`src/rtl/control_unit_seq.sv`:
```
// Registered, multi-cycle ID-stage control unit: one opcode per valid/ready handshake, control word one cycle later.
// Build option CU_INTERRUPT_EN enables interrupt acceptance and RTI/INT sequencing; without it both decode as NOP.
module control_unit_seq #(
    parameter int OP_W   = 5,
    parameter int ALU_W  = 13,
    parameter int STEP_W = 2
) (
    input  logic              clk,
    input  logic              rst,
    input  logic              instr_valid,
    input  logic [OP_W-1:0]   op_code,
    output logic              instr_ready,
    input  logic              stall,
    input  logic              flush,
    input  logic              int_req,
    output logic              int_ack,
    output logic              cs_valid,
    output logic [ALU_W-1:0]  alu_controls,
    output logic              cs_mem_read,
    output logic              cs_mem_write,
    output logic              cs_reg_write,
    output logic              cs_push,
    output logic              cs_pop,
    output logic              cs_ldm,
    output logic              cs_std,
    output logic              cs_jmp,
    output logic              cs_call,
    output logic              cs_ret,
    output logic              cs_rti,
    output logic              cs_int,
    output logic              cs_alu_op,
    output logic              cs_mem_op,
    output logic [STEP_W-1:0] seq_step,
    output logic              seq_last
);

    localparam logic [OP_W-1:0] OP_LDM  = OP_W'(1);
    localparam logic [OP_W-1:0] OP_STD  = OP_W'(2);
    localparam logic [OP_W-1:0] OP_ADD  = OP_W'(3);
    localparam logic [OP_W-1:0] OP_NOT  = OP_W'(4);
    localparam logic [OP_W-1:0] OP_PUSH = OP_W'(6);
    localparam logic [OP_W-1:0] OP_POP  = OP_W'(7);
    localparam logic [OP_W-1:0] OP_CALL = OP_W'(8);
    localparam logic [OP_W-1:0] OP_RET  = OP_W'(9);
    localparam logic [OP_W-1:0] OP_RTI  = OP_W'(10);
    localparam logic [OP_W-1:0] OP_INT  = OP_W'(11);

    localparam logic [ALU_W-1:0] ALU_ADD = ALU_W'(1) << 5;
    localparam logic [ALU_W-1:0] ALU_NOT = ALU_W'(1) << 9;
    localparam logic [ALU_W-1:0] ALU_NOP = ALU_W'(1) << 10;

    typedef enum logic {IDLE, SEQ} state_t;

    typedef struct packed {
        logic [ALU_W-1:0] alu;
        logic mem_read, mem_write, reg_write, push, pop, ldm, std;
        logic jmp, call, ret, rti, intr, alu_op, mem_op;
    } cw_t;

    // Control word for one micro-step of an opcode; NOP and every illegal code share the default arm.
    function automatic cw_t decode(input logic [OP_W-1:0] op, input logic [STEP_W-1:0] step);
        cw_t w;
        w = '0;
        case (op)
            OP_LDM:  begin w.ldm = 1'b1; w.reg_write = 1'b1; w.alu_op = 1'b1; end
            OP_STD:  begin w.std = 1'b1; w.mem_write = 1'b1; w.mem_op = 1'b1; end
            OP_ADD:  begin w.alu = ALU_ADD; w.reg_write = 1'b1; w.alu_op = 1'b1; end
            OP_NOT:  begin w.alu = ALU_NOT; w.reg_write = 1'b1; w.alu_op = 1'b1; end
            OP_PUSH: begin w.push = 1'b1; w.mem_write = 1'b1; w.mem_op = 1'b1; end
            OP_POP:  begin w.pop = 1'b1; w.mem_read = 1'b1; w.mem_op = 1'b1; w.reg_write = 1'b1; end
            OP_CALL: begin
                w.push = 1'b1; w.mem_write = 1'b1; w.call = 1'b1; w.mem_op = 1'b1;
                w.jmp  = (step == STEP_W'(1));
            end
            OP_RET:  begin
                w.pop = 1'b1; w.mem_read = 1'b1; w.ret = 1'b1; w.mem_op = 1'b1;
                w.jmp = (step == STEP_W'(1));
            end
`ifdef CU_INTERRUPT_EN
            OP_RTI:  begin
                w.pop = 1'b1; w.mem_read = 1'b1; w.rti = 1'b1; w.mem_op = 1'b1;
                w.jmp = (step == STEP_W'(2));
            end
            OP_INT:  begin
                w.push = 1'b1; w.mem_write = 1'b1; w.intr = 1'b1; w.mem_op = 1'b1;
                w.jmp  = (step == STEP_W'(2));
            end
`else
            OP_RTI, OP_INT: begin w.alu = ALU_NOP; w.alu_op = 1'b1; end
`endif
            default: begin w.alu = ALU_NOP; w.alu_op = 1'b1; end
        endcase
        return w;
    endfunction

    function automatic logic [STEP_W-1:0] last_idx(input logic [OP_W-1:0] op);
        case (op)
            OP_CALL, OP_RET: return STEP_W'(1);
`ifdef CU_INTERRUPT_EN
            OP_RTI, OP_INT:  return STEP_W'(2);
`endif
            default:         return '0;
        endcase
    endfunction

    state_t            state_q;
    logic [STEP_W-1:0] step_q, step_d;
    logic [OP_W-1:0]   op_q, op_sel_d;
    cw_t               word_q;
    logic              valid_q, last_q, int_ack_q;
    logic              int_take, accept, start;

`ifdef CU_INTERRUPT_EN
    assign int_take    = (state_q == IDLE) && !stall && !flush && int_req;
    assign instr_ready = (state_q == IDLE) && !stall && !flush && !int_req;
`else
    logic unused_int_req;
    assign unused_int_req = int_req;
    assign int_take       = 1'b0;
    assign instr_ready    = (state_q == IDLE) && !stall && !flush;
`endif

    assign accept   = instr_valid && instr_ready;
    assign start    = accept || int_take;
    assign op_sel_d = int_take ? OP_INT : op_code;
    assign step_d   = step_q + STEP_W'(1);

    // Issue stage: flush shares the reset path; stall freezes everything.
    always_ff @(posedge clk) begin
        if (rst || flush) begin
            state_q   <= IDLE;
            step_q    <= '0;
            last_q    <= 1'b0;
            valid_q   <= 1'b0;
            word_q    <= '0;
            int_ack_q <= 1'b0;
        end else if (!stall) begin
            int_ack_q <= 1'b0;
            case (state_q)
                IDLE: begin
                    if (start) begin
                        word_q    <= decode(op_sel_d, '0);
                        valid_q   <= 1'b1;
                        step_q    <= '0;
                        last_q    <= (last_idx(op_sel_d) == '0);
                        state_q   <= (last_idx(op_sel_d) == '0) ? IDLE : SEQ;
                        int_ack_q <= int_take;
                    end else begin
                        word_q  <= '0;
                        valid_q <= 1'b0;
                        step_q  <= '0;
                        last_q  <= 1'b0;
                    end
                end
                SEQ: begin
                    word_q  <= decode(op_q, step_d);
                    valid_q <= 1'b1;
                    step_q  <= step_d;
                    last_q  <= (step_d == last_idx(op_q));
                    if (step_d == last_idx(op_q)) state_q <= IDLE;
                end
                default: state_q <= IDLE;
            endcase
        end
    end

    // Opcode held for the remaining micro-steps of a sequence.
    always_ff @(posedge clk) begin
        if (start) op_q <= op_sel_d;
    end

    assign int_ack      = int_ack_q;
    assign cs_valid     = valid_q;
    assign alu_controls = word_q.alu;
    assign cs_mem_read  = word_q.mem_read;
    assign cs_mem_write = word_q.mem_write;
    assign cs_reg_write = word_q.reg_write;
    assign cs_push      = word_q.push;
    assign cs_pop       = word_q.pop;
    assign cs_ldm       = word_q.ldm;
    assign cs_std       = word_q.std;
    assign cs_jmp       = word_q.jmp;
    assign cs_call      = word_q.call;
    assign cs_ret       = word_q.ret;
    assign cs_rti       = word_q.rti;
    assign cs_int       = word_q.intr;
    assign cs_alu_op    = word_q.alu_op;
    assign cs_mem_op    = word_q.mem_op;
    assign seq_step     = step_q;
    assign seq_last     = last_q;

endmodule
```
`config.mk`:
```
export PLATFORM = sky130hd
export DESIGN_NAME = control_unit_seq
export DESIGN_NICKNAME = d
export VERILOG_FILES = /design/src/rtl/control_unit_seq.sv
export SDC_FILE = /design/constraint.sdc
export NUM_CORES = 1
export LEC_CHECK = 0
export ABC_AREA = 1
export BUFFER_PORTS_ARGS = -buffer_cell sky130_fd_sc_hd__buf_2
export CAP_MARGIN = 20
export CORE_UTILIZATION = 53
export CTS_BUF_LIST = sky130_fd_sc_hd__clkbuf_8
export CTS_CLUSTER_DIAMETER = 60
export CTS_CLUSTER_SIZE = 16
export DETAILED_ROUTE_END_ITERATION = 10
export GPL_ROUTABILITY_DRIVEN = 0
export HOLD_SLACK_MARGIN = 0.1
export PLACE_DENSITY = 0.93
export SLEW_MARGIN = 10
export SYNTH_ARGS = -nofsm -noshare
export SYNTH_HDL_FRONTEND = slang
export SYNTH_SLANG_ARGS = --single-unit
export TNS_END_PERCENT = 100
```
`constraint.sdc`:
```
create_clock -name clk -period 1.68 [get_ports clk]
set_input_delay 0.336 -clock clk [delete_from_list [all_inputs] [get_ports clk]]
set_output_delay 0.336 -clock clk [all_outputs]
set_load 0.005 [all_outputs]
```
==> results of run 1 <==
## layout make-up
type | count | area share [%]
timing repair buffer | 31 | 9.92
sequential | 24 | 32.9
clock inverter | 1 | 1.86
tap | 30 | 2.33
inverter | 30 | 7.91
multi-input combinational | 142 | 42.6
clock buffer | 3 | 2.56
## kinds of logic (layout without fill, tap and decap cells)
family                     count (synthesis)  after routing  share of synthesized area [%]
buffers and inverters                     47             65                           17.7
and+or+nand+nor                           96             96                           31.7
AOI/OAI and AO/OA                         32             32                           12.2
adders and majority gates                  1              1                          0.879
DFF                                       24             24                           37.3
other                                      1             13                          0.263
## per-stage QoR
stage                     total power [mW]  cells
after global placement               0.737    257
after CTS                             1.24    261
after global routing                  1.28    261
after floorplan                      0.720    213
after detailed placement             0.740    257
final                                 1.24    261
## final timing paths
| kind | from | endpoint | slack (ps) | depth (start not counted) |
|---|---|---|---|---|
| max reg2reg | op_q[3]$_DFFE_PP_ | alu_controls[10]$_SDFFE_PP0N_ | 300 | 8 |
| min | op_code[2] | op_q[2]$_DFFE_PP_ | 310 | 1 |
| max | state_q$_SDFFE_PP0N_ | instr_ready | 240 | 4 |
| min reg2reg | cs_jmp$_SDFFE_PP0N_ | cs_jmp$_SDFFE_PP0N_ | 470 | 2 |
## per-layer routing
| layer | vias to the layer above | GRT usage [%] |
|---|---|---|
| li1 | 678 | - |
| met1 | 573 | 30.0 |
| met2 | 62 | 38.1 |
| met3 | 5 | 4.52 |
| met4 | 0 | 14.5 |
| met5 | - | 0 |
## critical path, stage by stage, from the launching register on
cell and delay, ps:
dfxtp_1 440, inv_2 120, nand2_4 110, nor2_8 40, buf_2 120
## cell usage in the layout (no fill, tap or decap)
cell,netlist,layout
nand2_1,41,41
buf_2,0,29
nor2_1,26,26
inv_1,22,22
dfxtp_1,19,19
nand3_1,14,14
a21oi_1,13,13
conb_1,1,13
o21ai_0,9,9
inv_2,5,5
o21ai_1,5,5
edfxtp_1,5,5
nand4_1,4,4
nor2_2,3,3
clkbuf_8,0,3
nand2_4,2,2
nor2_4,2,2
a31oi_1,2,2
buf_4,14,2
clkinv_8,1,1
nor2_8,1,1
inv_4,1,1
o211a_1,1,1
clkinv_1,1,1
o221ai_1,1,1
nor3_1,1,1
or2_1,1,1
nor3_2,1,1
a22oi_1,1,1
ha_1,1,1
bufinv_16,0,1
## power by group through the flow
stage / logic [mW] / registers, mW / clock network, mW
floorplan: 0.102 / 0.618 / 0
global placement: 0.119 / 0.618 / 0
detailed placement: 0.122 / 0.618 / 0
CTS: 0.123 / 0.605 / 0.510
global route: 0.142 / 0.606 / 0.532
finish: 0.124 / 0.605 / 0.512
==> results.json, run 1 <==
{
  "avgSynthCellArea_um2": 7.08,
  "seq_area_frac_synth_pct": 37.3,
  "grt_usage_pct": 24.1,
  "wire_per_inst_um": 11.3,
  "pwr-share-clk_pct": 41.3,
  "post_cts_buffers": 0,
  "synth_ff_type": "dfxtp_1",
  "die_x_um": 53.8,
  "max_cap_viol_count": 0,
  "area.sequential_um2": 531,
  "io_pins": 44,
  "fin_skew_ps": 8.34,
  "wl_met2_um": 1380,
  "core.rowCount": 18,
  "drc_errors": 0,
  "startpoint_type": "flip-flop",
  "vias": 1318,
  "cts_buffer_depth": 2,
  "syn_to_final_growth_pct": 13.4,
  "placed_area_um2": 1540,
  "dr.pass1.iters": 4,
  "dp_hpwl_um": 2300,
  "setup_tns_ps": 0,
  "die-height_um": 53.8,
  "internal_power_mw": 0.957,
  "cts_resized": 0,
  "coreArea_um2": 2500,
  "drt_iter0_markers": 46,
  "p_per_area_nw_per_um2": 769,
  "fin_util_pct": 64.6,
  "hp-class": "in2reg",
  "regMostFlops": "op_q",
  "gr-total-overflow": 0,
  "die_area_um2": 2900,
  "largest_reg_flops": 5,
  "cts_tree": "done",
  "ir_drop_mv": 0.548,
  "fillers": 237,
  "vias_per_cell": 5.05,
  "min_period_ps": 1440,
  "ys_top_cells_by_area": "dfxtp_1 27%, nand2_1 11%, edfxtp_1 11%, buf_4 7.4%, nor2_1 6.9%",
  "clock-sinks": 24,
  "synthCells": 201,
  "wl_met1_um": 1330,
  "multi_input_area_um2": 687,
  "cts_hold_buf": 0,
  "synth_top_area_share_pct": 26.7,
  "setup_viol": 0,
  "p_sw_share_pct": 22.9,
  "drt-total-wl_um": 2960,
  "portBuffers": 29,
  "final_cell_area_um2": 1610,
  "diodes": 0,
  "wl_met3_um": 200,
  "synth_largest_area_cell": "dfxtp_1",
  "antenna_found_initial": 0,
  "power_frac_comb_pct": 10.0,
  "timing.fmax_mhz": 696,
  "clk_pin_slew_ps": 90,
  "drtAntennaViolNets": 0,
  "layout-drive-gt1-share_pct": 22.1,
  "insertion_delay_ps": 270,
  "yosysMostFrequentCell": "nand2_1",
  "cts_made_buffers": 3,
  "start_util_pct": 57.0,
  "cp.arrival_ps": 1100,
  "async_reset_ff_share_pct": 0,
  "preCtsSetupSlack_ps": 256,
  "post-route-period-util_pct": 85.5,
  "holdWs_ps": 309,
  "synth_top_cells_by_count": "41 x nand2_1, 26 x nor2_1, 22 x inv_1, 19 x dfxtp_1",
  "finalHoldViolCount": 0,
  "power_frac_seq_pct": 48.7,
  "p_sw_mw": 0.284,
  "synth_edf_count": 5,
  "synth-seq-cells": 24,
  "worstPathRequired_ps": 1340,
  "ys_warn_count": 0,
  "status": "completed",
  "syn_area_um2": 1420,
  "h-tree-depth": 1,
  "grt_pass1_wl_um": 4890,
  "grt_max_degree": 15,
  "cp_max_fo": 5,
  "slew_violations": 0,
  "finalWorstSetupSlack_ps": 243,
  "setup.worst_path.end_class": "output port",
  "leakagePower_nw": 0.824,
  "criticalPathCategory": "reg2out",
  "nets": 244,
  "ys_types": 30,
  "top_layer_used": "met4",
  "root_buffer": "clkbuf_8",
  "grt_setup_unrepaired": "no",
  "grt_pass1_vias": 1172
}
No activity file was read; power rests on OpenSTA's default activity.
==> run 2, diff against run 1 <==
--- a/config.mk
+++ b/config.mk
@@ -8,14 +8,16 @@
 export ABC_AREA = 1
 export BUFFER_PORTS_ARGS = -buffer_cell sky130_fd_sc_hd__buf_2
 export CAP_MARGIN = 20
-export CORE_UTILIZATION = 53
+export CELL_PAD_IN_SITES_DETAIL_PLACEMENT = 0
+export CELL_PAD_IN_SITES_GLOBAL_PLACEMENT = 2
+export CORE_UTILIZATION = 28
 export CTS_BUF_LIST = sky130_fd_sc_hd__clkbuf_8
 export CTS_CLUSTER_DIAMETER = 60
 export CTS_CLUSTER_SIZE = 16
 export DETAILED_ROUTE_END_ITERATION = 10
 export GPL_ROUTABILITY_DRIVEN = 0
 export HOLD_SLACK_MARGIN = 0.1
-export PLACE_DENSITY = 0.93
+export PLACE_DENSITY = 0.92
 export SLEW_MARGIN = 10
 export SYNTH_ARGS = -nofsm -noshare
 export SYNTH_HDL_FRONTEND = slang
==> run 2 against run 1 <==
Net effect: sequential share of layout area fell by 0.92 points; sequential power hardly changed; non-clock buffer count unchanged; largest cell class unchanged; sequential cell count did not move; critical path depth is the same; count of clock-buffer cells in the layout stayed put.
==> results.json, run 2 (synthesis gave the netlist of run 1 again) <==
{
  "regMostFlops": "op_q",
  "largest_reg_flops": 5,
  "holdWs_ps": 305,
  "cts_made_buffers": 3,
  "drt-total-wl_um": 3270,
  "crit_slowest_cell": "dfxtp_1",
  "setup.worst_path.end_class": "output port",
  "ir_drop_mv": 0.266,
  "met2_usage_pct": 22.0,
  "dr.pass1.iters": 4,
  "finalHoldViolCount": 0,
  "start_util_pct": 29.6,
  "mostFrequentLayoutCells": "41 x nand2_1, 29 x buf_2, 26 x nor2_1",
  "wire_per_inst_um": 11.0,
  "io_pins": 44,
  "cp.arrival_ps": 1080,
  "post_cts_buffers": 0,
  "setup_viol": 0,
  "r2r_setup_slack_ps": 290,
  "criticalPathCategory": "reg2out",
  "grt_use_met3_pct": 2.47,
  "grt_util_met1_pct": 17.8,
  "fin_skew_ps": 3.75,
  "status": "completed",
  "total_power_mw": 1.25,
  "slew_violations": 0,
  "cp_num_buf_inv": 2,
  "syn_to_final_growth_pct": 16.6,
  "drtAntennaViolNets": 0,
  "cts_buffer_depth": 2,
  "startpoint_type": "flip-flop",
  "diodes": 0,
  "leakagePower_nw": 0.824,
  "post-route-period-util_pct": 84.5,
  "cts_resized": 0,
  "path_cells": "inv_2 -> nand2_4 -> nor2_8 -> buf_2",
  "worstPathRequired_ps": 1340,
  "max_cap_viol_count": 0,
  "die-height_um": 73.3,
  "clk_pin_slew_ps": 90,
  "p_per_area_nw_per_um2": 753,
  "portBuffers": 29,
  "worstSetupPathDepth": 4,
  "dp_hpwl_um": 2630,
  "min_period_ps": 1420,
  "drc_errors": 0,
  "layout-drive-gt1-share_pct": 22.1,
  "hp-class": "in2reg",
  "cp-endpoint": "instr_ready",
  "ff2ff_path_depth": 8,
  "fillers": 550,
  "r2r_end": "alu_controls[10]$_SDFFE_PP0N_",
  "gr-total-overflow": 0,
  "coreArea_um2": 4820,
  "h-tree-depth": 1,
  "root_buffer": "clkbuf_8",
  "insertion_delay_ps": 270,
  "r2r_start": "op_q[4]$_DFFE_PP_",
  "cts_hold_buf": 0,
  "nets": 244,
  "timing.fmax_mhz": 705,
  "cp_max_fo": 5,
  "grt_max_degree": 15,
  "grt_pass1_vias": 1194,
  "die_x_um": 73.3,
  "crit_family": "flip-flops",
  "slowest_delay_ps": 370,
  "core.rowCount": 25,
  "setup_tns_ps": 0,
  "antenna_found_initial": 0,
  "grt_setup_unrepaired": "no",
  "drt_iter0_markers": 53,
  "vias": 1261,
  "grt_busiest_layer": "met2",
  "layout_commonest_cell": "nand2_1",
  "grt_usage_pct": 13.6,
  "cp-startpoint": "state_q$_SDFFE_PP0N_",
  "clock-sinks": 24,
  "cts_tree": "done",
  "die_area_um2": 5370,
  "vias_per_cell": 4.23,
  "grt_pass1_wl_um": 5520
}
==> run 2: cell counts in the layout (fill, tap and decap cells not counted) <==
No cell type changed its count.
==> run 2: worst min path at each step <==
stage | endpoint | startpoint | depth (start not counted)
after floorplan | op_q[0]$_DFFE_PP_ | op_code[0] | 0
after CTS | op_q[2]$_DFFE_PP_ | op_code[2] | 1
after global placement | cs_jmp$_SDFFE_PP0N_ | cs_jmp$_SDFFE_PP0N_ | 2
after detailed placement | cs_alu_op$_SDFFE_PP0N_ | cs_alu_op$_SDFFE_PP0N_ | 2
after global routing | op_q[2]$_DFFE_PP_ | op_code[2] | 1
final | op_q[2]$_DFFE_PP_ | op_code[2] | 1
==> run 2: where the power goes <==
group	internal [mW]	switching, mW
combinational	0.0398	0.0849
sequential	0.598	0.00635
clock	0.319	0.203
==> run 2: layout make-up <==
cell class	instances	area (µm²)	share of cell area [%]
inverters	30	128	7.69
well taps	67	83.8	5.05
clock inverters	1	30.0	1.81
clock buffers	3	41.3	2.49
repair buffers	31	160	9.65
multi-input cells	142	687	41.4
flip-flops and latches	24	531	32.0
==> run 2: metrics by stage <==
stage	instance area, µm²	utilization [%]	setup WS, ps	cells
6_report	1660	34.5	261	298
5_1_grt	1660	34.5	87.6	298
4_1_cts	1660	34.5	248	298
3_5_place_dp	1590	33.0	226	294
3_3_place_gp	1590	33.0	226	294
2_1_floorplan	1470	-	475	213
==> run 2: metal layers <==
layer	up-vias	routed length [µm]
met1	545	1660
li1	674	-
met4	0	60
met3	7	129
met2	35	1420
met5	-	0
